<file path="src/rtl/ars_word_reader.sv">
// Word-serial reader for a GF(2^233) element: snapshots a full element on LOAD
// and streams it LSW first as 32-bit words over a valid/ready handshake.
module ars_word_reader #(
  parameter int WIDTH = 233,
  parameter int WORD  = 32
) (
  input  logic             CLK,
  input  logic             RST_N,
  input  logic             LOAD,
  input  logic [WIDTH-1:0] IN,
  output logic             BUSY,
  output logic [WORD-1:0]  DOUT,
  output logic             DOUT_VALID,
  input  logic             DOUT_READY,
  output logic             DOUT_LAST,
  output logic [2:0]       WORD_IDX,
  output logic             DONE,
  output logic             OVERRUN
);

  localparam int NWORDS = (WIDTH + WORD - 1) / WORD;
  localparam int PADW   = NWORDS * WORD;
  localparam logic [2:0] LAST_IDX = 3'(NWORDS - 1);

  typedef enum logic {IDLE, SEND} state_t;

  state_t           state, state_n;
  logic [WIDTH-1:0] shadow, shadow_n;
  logic [PADW-1:0]  pad;
  logic [2:0]       idx_nx;
  logic [2:0]       idx_n;
  logic [WORD-1:0]  dout_n;
  logic             valid_n, last_n, busy_n, done_n, overrun_n;

  // Zero-extend so the top word carries zeros above WIDTH.
  assign pad    = PADW'(shadow);
  assign idx_nx = WORD_IDX + 3'd1;

  always_comb begin
    state_n   = state;
    shadow_n  = shadow;
    idx_n     = WORD_IDX;
    dout_n    = DOUT;
    valid_n   = DOUT_VALID;
    last_n    = DOUT_LAST;
    busy_n    = BUSY;
    done_n    = 1'b0;
    overrun_n = OVERRUN;
    unique case (state)
      IDLE: begin
        if (LOAD) begin
          state_n   = SEND;
          shadow_n  = IN;
          idx_n     = '0;
          dout_n    = IN[WORD-1:0];
          valid_n   = 1'b1;
          last_n    = (LAST_IDX == 3'd0);
          busy_n    = 1'b1;
          overrun_n = 1'b0;
        end
      end
      SEND: begin
        if (LOAD) overrun_n = 1'b1;
        if (DOUT_VALID && DOUT_READY) begin
          if (WORD_IDX == LAST_IDX) begin
            state_n = IDLE;
            valid_n = 1'b0;
            last_n  = 1'b0;
            busy_n  = 1'b0;
            done_n  = 1'b1;
          end else begin
            idx_n  = idx_nx;
            dout_n = pad[WORD*int'(idx_nx) +: WORD];
            last_n = (idx_nx == LAST_IDX);
          end
        end
      end
      default: state_n = IDLE;
    endcase
  end

  always_ff @(posedge CLK or negedge RST_N) begin
    if (!RST_N) begin
      state      <= IDLE;
      shadow     <= '0;
      WORD_IDX   <= '0;
      DOUT       <= '0;
      DOUT_VALID <= 1'b0;
      DOUT_LAST  <= 1'b0;
      BUSY       <= 1'b0;
      DONE       <= 1'b0;
      OVERRUN    <= 1'b0;
    end else begin
      state      <= state_n;
      shadow     <= shadow_n;
      WORD_IDX   <= idx_n;
      DOUT       <= dout_n;
      DOUT_VALID <= valid_n;
      DOUT_LAST  <= last_n;
      BUSY       <= busy_n;
      DONE       <= done_n;
      OVERRUN    <= overrun_n;
    end
  end

endmodule

</file>
<file path="config.mk">
export PLATFORM = sky130hd
export DESIGN_NAME = ars_word_reader
export DESIGN_NICKNAME = d
export VERILOG_FILES = /design/src/rtl/ars_word_reader.sv
export SDC_FILE = /design/constraint.sdc
export NUM_CORES = 1
export LEC_CHECK = 0
export ABC_AREA = 1
export CAP_MARGIN = 20
export CORE_ASPECT_RATIO = 1.4
export CORE_MARGIN = 2
export CORE_UTILIZATION = 47
export CTS_CLUSTER_DIAMETER = 80
export DETAILED_ROUTE_END_ITERATION = 16
export PLACE_DENSITY = 0.82
export RECOVER_POWER = 50
export SYNTH_ARGS = -nofsm -noshare
export SYNTH_HDL_FRONTEND = slang
export SYNTH_SLANG_ARGS = --single-unit
export TNS_END_PERCENT = 50
</file>
<file path="constraint.sdc">
create_clock -name CLK -period 2.2 [get_ports CLK]
set_clock_uncertainty 0.1 [all_clocks]
set_input_delay 0.44 -clock CLK [delete_from_list [all_inputs] [get_ports CLK]]
set_output_delay 0.44 -clock CLK [all_outputs]
set_load 0.02 [all_outputs]
</file>
==> run summary, run 1 <==
post-synthesis cell area: 13400 um2
die width: 146 um
Syn. warnings: 0
vias in the first global route: 12000
CTS H-Tree Depth: 1
setup TNS: 0 ns
RSZ-0062 raised after global routing: no
final period utilization: 0.974
Die ar.: 29800 um2
Final Net Count: 2264
Port Buffer Count: 276
routed len/inst: 15.6 um
peak supply drop: 0.475 mV
met3 routed WL: 2.59 mm
Worst Path Required: 1.66 ns
Layout area overhead: 30.0%
Syn Area/Cell: 7.50 um2
Max Fclk: 467 MHz
first-pass GRT wire length: 61.1 mm
Yosys cell types: 23
# rows: 73
GPL Wtd Cong: 0.932
met2 wire len: 17.6 mm
Clk Tree Root Cell: clkbuf_16
Lkg Pwr: 8.76 nW
Met1 Routed Length: 15.5 mm
Hold Violations, Final: 0
CP bufs+invs: 1
actual slew at the worst max-slew pin: 1.42 ns
core area: 28200 um2
Clk pwr share: 0.456
TritonCTS clock tree: yes
deepest clock path buffer count: 3
power per standard cell area: 595 nW/um2
worst min path class: input pin to register
clk slew on worst S/H paths: 0.07 ns
DR DRC count: 0
critical path class: register to output port
Detailed Route WL: 37.8 mm
CP startpoint kind: register
Min Clock Period, post-route: 2.14 ns
P_int: 8.12 mW
Sw Share: 0.214
Top Layer Used: met4
initial antenna violation count: 3
most common cell after layout, fill and taps aside: nand2_1
NetSw: 2.21 mW
Worst EP arrival: 1.60 ns
later-pin clock latency in the skew report: 0.54 ns
CP max-delay cell: clkdlybuf4s50_1
Mapped Nets: 2022
Vias: 12000
#FFs+latches synth: 273
Die Y: 203 um
clk sink count: 273
register area share after synthesis: 0.512
most frequent cells in the layout: 686 x nand2_1, 272 x dfrtp_1, 271 x clkdlybuf4s50_1
grt ovf: 0
status: completed
largest net degree at the start of global routing: 88
dpl hpwl: 27.2 mm
via/cell ratio: 4.96
Setup Viol. Count Final: 0
Post-Layout Cell Count: 2421
DR iter-0 viols: 878
number of buffers created by CTS: 27
Max Cap Viol: 0
Setup crit end kind: output port
critical path's largest stage delay: 0.63 ns
sequential group share of total power: 0.486
layout cells sized above 1: 0.0504
relative slew slack: 0.0525
Post-Synthesis Cells: 1781
GR Util All Layers: 0.254
crit-path max FO: 4
Initial Util: 0.473
Comb pwr share: 0.058
ordered list of cells on the worst path: clkdlybuf4s50_1
Slew Viols, Final: 0
ANT nets after route: 0
cell family with the largest share of critical-path delay: buffers and inverters
placed cell count: 2365
Pre-Repair DR Iteration Count: 5
IO Count: 277
==> registers in the layout, indices dropped and copies added, names as in the netlist <==
signal / flops
DOUT: 32
OVERRUN: 1
state: 1
DONE: 1
WORD_IDX: 3
shadow: 233
DOUT_VALID: 1
DOUT_LAST: 1
==> kinds of logic (layout without fill, tap and decap cells) <==
group	Yosys count	in the layout	synth area share
adder cells (fa/ha/maj)	4	4	0.00375
flip-flops	273	273	0.512
AND/OR/NAND/NOR	907	907	0.275
AO/OA/AOI/OAI	235	235	0.0883
buffers and inverters	362	624	0.122
other	0	3	0
==> path summary, 6_finish.rpt <==
kind                                    startpoint                       to  slack (ns)  depth (start not counted)
max                         DOUT_VALID$_DFFE_PN0P_                     BUSY        0.06                          1
min                                        IN[207]  shadow[207]$_DFFE_PN0P_        0.35                          3
max reg2reg                        state$_DFF_PN0_    shadow[4]$_DFFE_PN0P_        0.16                          4
min reg2reg                shadow[220]$_DFFE_PN0P_  shadow[220]$_DFFE_PN0P_        0.38                          2
max in group asynchronous                    RST_N  shadow[125]$_DFFE_PN0P_        0.27                          3
min in group asynchronous                    RST_N  shadow[165]$_DFFE_PN0P_        0.68                          2
==> routing by layer <==
layer | vias to the layer above | track usage
met4 | 0 | 0.135
li1 | 5880 | -
met2 | 457 | 0.404
met1 | 5574 | 0.338
met3 | 106 | 0.0385
met5 | - | 0
==> timing repair <==
action                                  CTS  global route
hold endpoints to repair                 44             0
pin swaps                                 0             1
cloned                                    0             2
gates resized for setup                   5             5
endpoints found under the setup margin    3            11
hold buffers                              1             0
buffers inserted                          0             1
==> synth_stat cells <==
| cell type | number | area (um2) |
|---|---|---|
| buf_1 | 3 | 11.3 |
| o21ai_1 | 126 | 631 |
| nand3_2 | 1 | 10.0 |
| nor2_1 | 68 | 255 |
| or2_0 | 28 | 175 |
| inv_4 | 4 | 25.0 |
| buf_4 | 22 | 165 |
| dfrtp_1 | 273 | 6830 |
| clkbuf_1 | 26 | 97.6 |
| o31ai_1 | 1 | 7.51 |
| nor2_4 | 1 | 11.3 |
| nand2_1 | 685 | 2570 |
| nand3_1 | 116 | 581 |
| nor2_2 | 1 | 6.26 |
| inv_1 | 253 | 950 |
| clkinv_1 | 1 | 3.75 |
| a21oi_1 | 2 | 10.0 |
| nand2_4 | 3 | 33.8 |
| ha_1 | 4 | 50.1 |
| buf_2 | 36 | 180 |
| or2_2 | 4 | 25.0 |
| o21ai_0 | 106 | 531 |
| buf_6 | 17 | 191 |
==> stage by stage <==
stage               setup slack [ns]  hold slack, ns  power, mW  instance area (um2)  utilization
floorplan                     0.0234          0.0444       5.13                13400            -
global placement               0.134           0.302       5.73                16400        0.582
detailed placement            0.0913           0.299       5.73                16400        0.582
CTS                           0.0207           0.329       10.4                17300        0.614
global route                 0.00380           0.351       10.6                17400        0.615
finish                        0.0573           0.345       10.3                17400        0.615
==> power by group through the flow <==
stage                     clock [mW]  sequential [mW]  combinational (mW)
after CTS                       4.77             5.02               0.620
after global routing            4.94             5.02               0.646
after global placement             0             5.11               0.616
after floorplan                    0             5.11              0.0160
after detailed placement           0             5.11               0.613
final                           4.71             5.02               0.600
==> cell type report <==
class | instances | area (um2)
multi-input combinational | 1146 | 4910
clock buffer | 33 | 728
timing repair buffer | 317 | 3250
tap | 375 | 469
clock inverter | 16 | 170
fill | 2401 | 10900
antenna | 3 | 7.51
inverter | 258 | 987
sequential | 273 | 6840
No activity file was read; power rests on OpenSTA's default activity.
==> inputs of run 2 (changes only) <==
--- a/config.mk
+++ b/config.mk
@@ -8,10 +8,10 @@
 export ABC_AREA = 1
 export CAP_MARGIN = 20
 export CORE_ASPECT_RATIO = 1.4
-export CORE_MARGIN = 2
 export CORE_UTILIZATION = 47
 export CTS_CLUSTER_DIAMETER = 80
 export DETAILED_ROUTE_END_ITERATION = 16
+export MAX_ROUTING_LAYER = met4
 export PLACE_DENSITY = 0.82
 export RECOVER_POWER = 50
 export SYNTH_ARGS = -nofsm -noshare
==> constraint.sdc (replaced) <==
create_clock -name CLK -period 2.2 [get_ports CLK]
set_clock_uncertainty 0.1 [all_clocks]
set_input_delay 0.22 -clock CLK [delete_from_list [all_inputs] [get_ports CLK]]
set_output_delay 0.22 -clock CLK [all_outputs]
set_load 0.02 [all_outputs]
==> run summary, run 2 (synthesized netlist as in run 1, its figures left out) <==
status: completed
first-pass GRT wire length: 60.0 mm
layout cells sized above 1: 0.0466
deepest clock path buffer count: 3
IO Count: 277
Port Buffer Count: 276
Die Y: 201 um
later-pin clock latency in the skew report: 0.52 ns
crit-path max FO: 16
max reg flops: 233
Setup Viol. Count Final: 0
final period utilization: 0.965
clk slew on worst S/H paths: 0.07 ns
Setup crit end kind: register
clk sink count: 273
core area: 27700 um2
ordered list of cells on the worst path: ha_1 > ha_1 > buf_4 > nor2_4 > buf_12 > nand3_1 > nand2_1 > nand2_1 > nand3_1 > nand2_1 > inv_1
relative slew slack: 0.0646
actual slew at the worst max-slew pin: 1.40 ns
Min Clock Period, post-route: 2.12 ns
vias in the first global route: 11800
NetSw: 2.11 mW
sequential group share of total power: 0.501
via/cell ratio: 4.94
Slew Viols, Final: 0
top flop regs: shadow (233), DOUT (32), WORD_IDX (3)
Sw Share: 0.211
Max Cap Viol: 0
final instance area: 17300 um2
worst min path class: input pin to register
number of buffers created by CTS: 27
met3 routed WL: 2.53 mm
Layout area overhead: 29.6%
crit-path most repeated cell: nand2_1
TritonCTS clock tree: yes
Initial Util: 0.481
setup TNS: 0 ns
critical path class: register to register
CP max-delay cell: dfrtp_4
Clk Tree Root Cell: clkbuf_16
initial antenna violation count: 2
largest net degree at the start of global routing: 88
most common cell after layout, fill and taps aside: nand2_1
GPL Wtd Cong: 0.920
met2 wire len: 18.1 mm
Placed Area: 16400 um2
final core utilization: 0.624
P_int: 7.91 mW
CTS H-Tree Depth: 1
Comb pwr share: 0.058
Clk pwr share: 0.441
CP startpoint kind: register
power per standard cell area: 579 nW/um2
Pre-Repair DR Iteration Count: 5
Hold Violations, Final: 0
Die ar.: 29100 um2
dpl ws: 0.0408 ns
DR DRC count: 0
Detailed Route WL: 37.9 mm
die width: 144 um
dpl hpwl: 26.7 mm
Vias: 11900
Met1 Routed Length: 15.8 mm
DR iter-0 viols: 847
critical path's largest stage delay: 0.49 ns
Top Layer Used: met4
largest register by flop count: shadow
post-layout worst setup margin: 0.0774 ns
peak supply drop: 0.499 mV
Worst Path Required: 2.57 ns
Worst EP arrival: 2.49 ns
Lkg Pwr: 8.74 nW
GR Util All Layers: 0.272
RSZ-0062 raised after global routing: no
Max Fclk: 471 MHz
most frequent cells in the layout: 685 x nand2_1, 274 x clkdlybuf4s50_1, 272 x dfrtp_1
ANT nets after route: 0
grt ovf: 0
# rows: 72
Final Net Count: 2260
routed len/inst: 15.7 um
-- run 2: worst max-delay path: cells and delay by family, from the launching register on --
family	cells	cell delay [ns]
AND/OR/NAND/NOR	6	0.56
adder cells (fa/ha/maj)	2	0.52
flip-flops	1	0.49
buffers and inverters	3	0.38
-- run 2: stage by stage --
step / hold WS [ns] / std cells / total power, mW
finish: 0.135 / 2410 / 10.0
global route: 0.148 / 2410 / 10.3
CTS: 0.117 / 2404 / 10.1
detailed placement: 0.0680 / 2354 / 5.70
global placement: 0.0695 / 2354 / 5.71
floorplan: -0.176 / 1781 / 5.13
-- run 2: final timing paths --
check                                        start                 endpoint  slack (ns)  depth (start not counted)
setup reg to reg           WORD_IDX[0]$_DFFE_PN0P_      DOUT[6]$_DFFE_PN0P_        0.08                         11
hold / removal                             IN[129]  shadow[129]$_DFFE_PN0P_        0.14                          3
max in group asynchronous                    RST_N   shadow[87]$_DFFE_PN0P_        0.32                          3
setup / recovery           WORD_IDX[0]$_DFFE_PN0P_      DOUT[6]$_DFFE_PN0P_        0.08                         11
min in group asynchronous                    RST_N    shadow[2]$_DFFE_PN0P_        0.45                          2
hold reg to reg            shadow[205]$_DFFE_PN0P_  shadow[205]$_DFFE_PN0P_        0.38                          2
-- run 2: timing repair --
| item | CTS | global route |
|---|---|---|
| pin swaps | 0 | 0 |
| endpoints found under the hold margin | 200 | 0 |
| setup endpoints to repair | 1 | 32 |
| gates cloned | 1 | 1 |
| resized for setup | 3 | 2 |
| buffers inserted | 0 | 3 |
| hold buffers | 1 | 0 |
-- run 2: final cells by class --
type | count | area (um2)
Multi-Input combinational cell | 1146 | 4910
Clock buffer | 38 | 757
Timing Repair Buffer | 313 | 3270
Clock inverter | 10 | 78.8
Inverter | 258 | 988
Tap cell | 370 | 463
Antenna cell | 2 | 5.00
Sequential cell | 273 | 6840
Fill cell | 2433 | 10400
-- run 2: power groups by stage --
stage	clock network, mW	registers (mW)	logic, mW
after global routing	4.68	5.02	0.627
after global placement	0	5.11	0.593
final	4.42	5.02	0.581
after detailed placement	0	5.11	0.591
after CTS	4.48	5.02	0.597
after floorplan	0	5.11	0.0160
-- run 2: metal layers --
metal / GRT usage / vias to the layer above
met5: - / -
met4: 0.112 / 0
met3: 0.0393 / 82
met2: 0.419 / 424
met1: 0.358 / 5529
li1: - / 5869
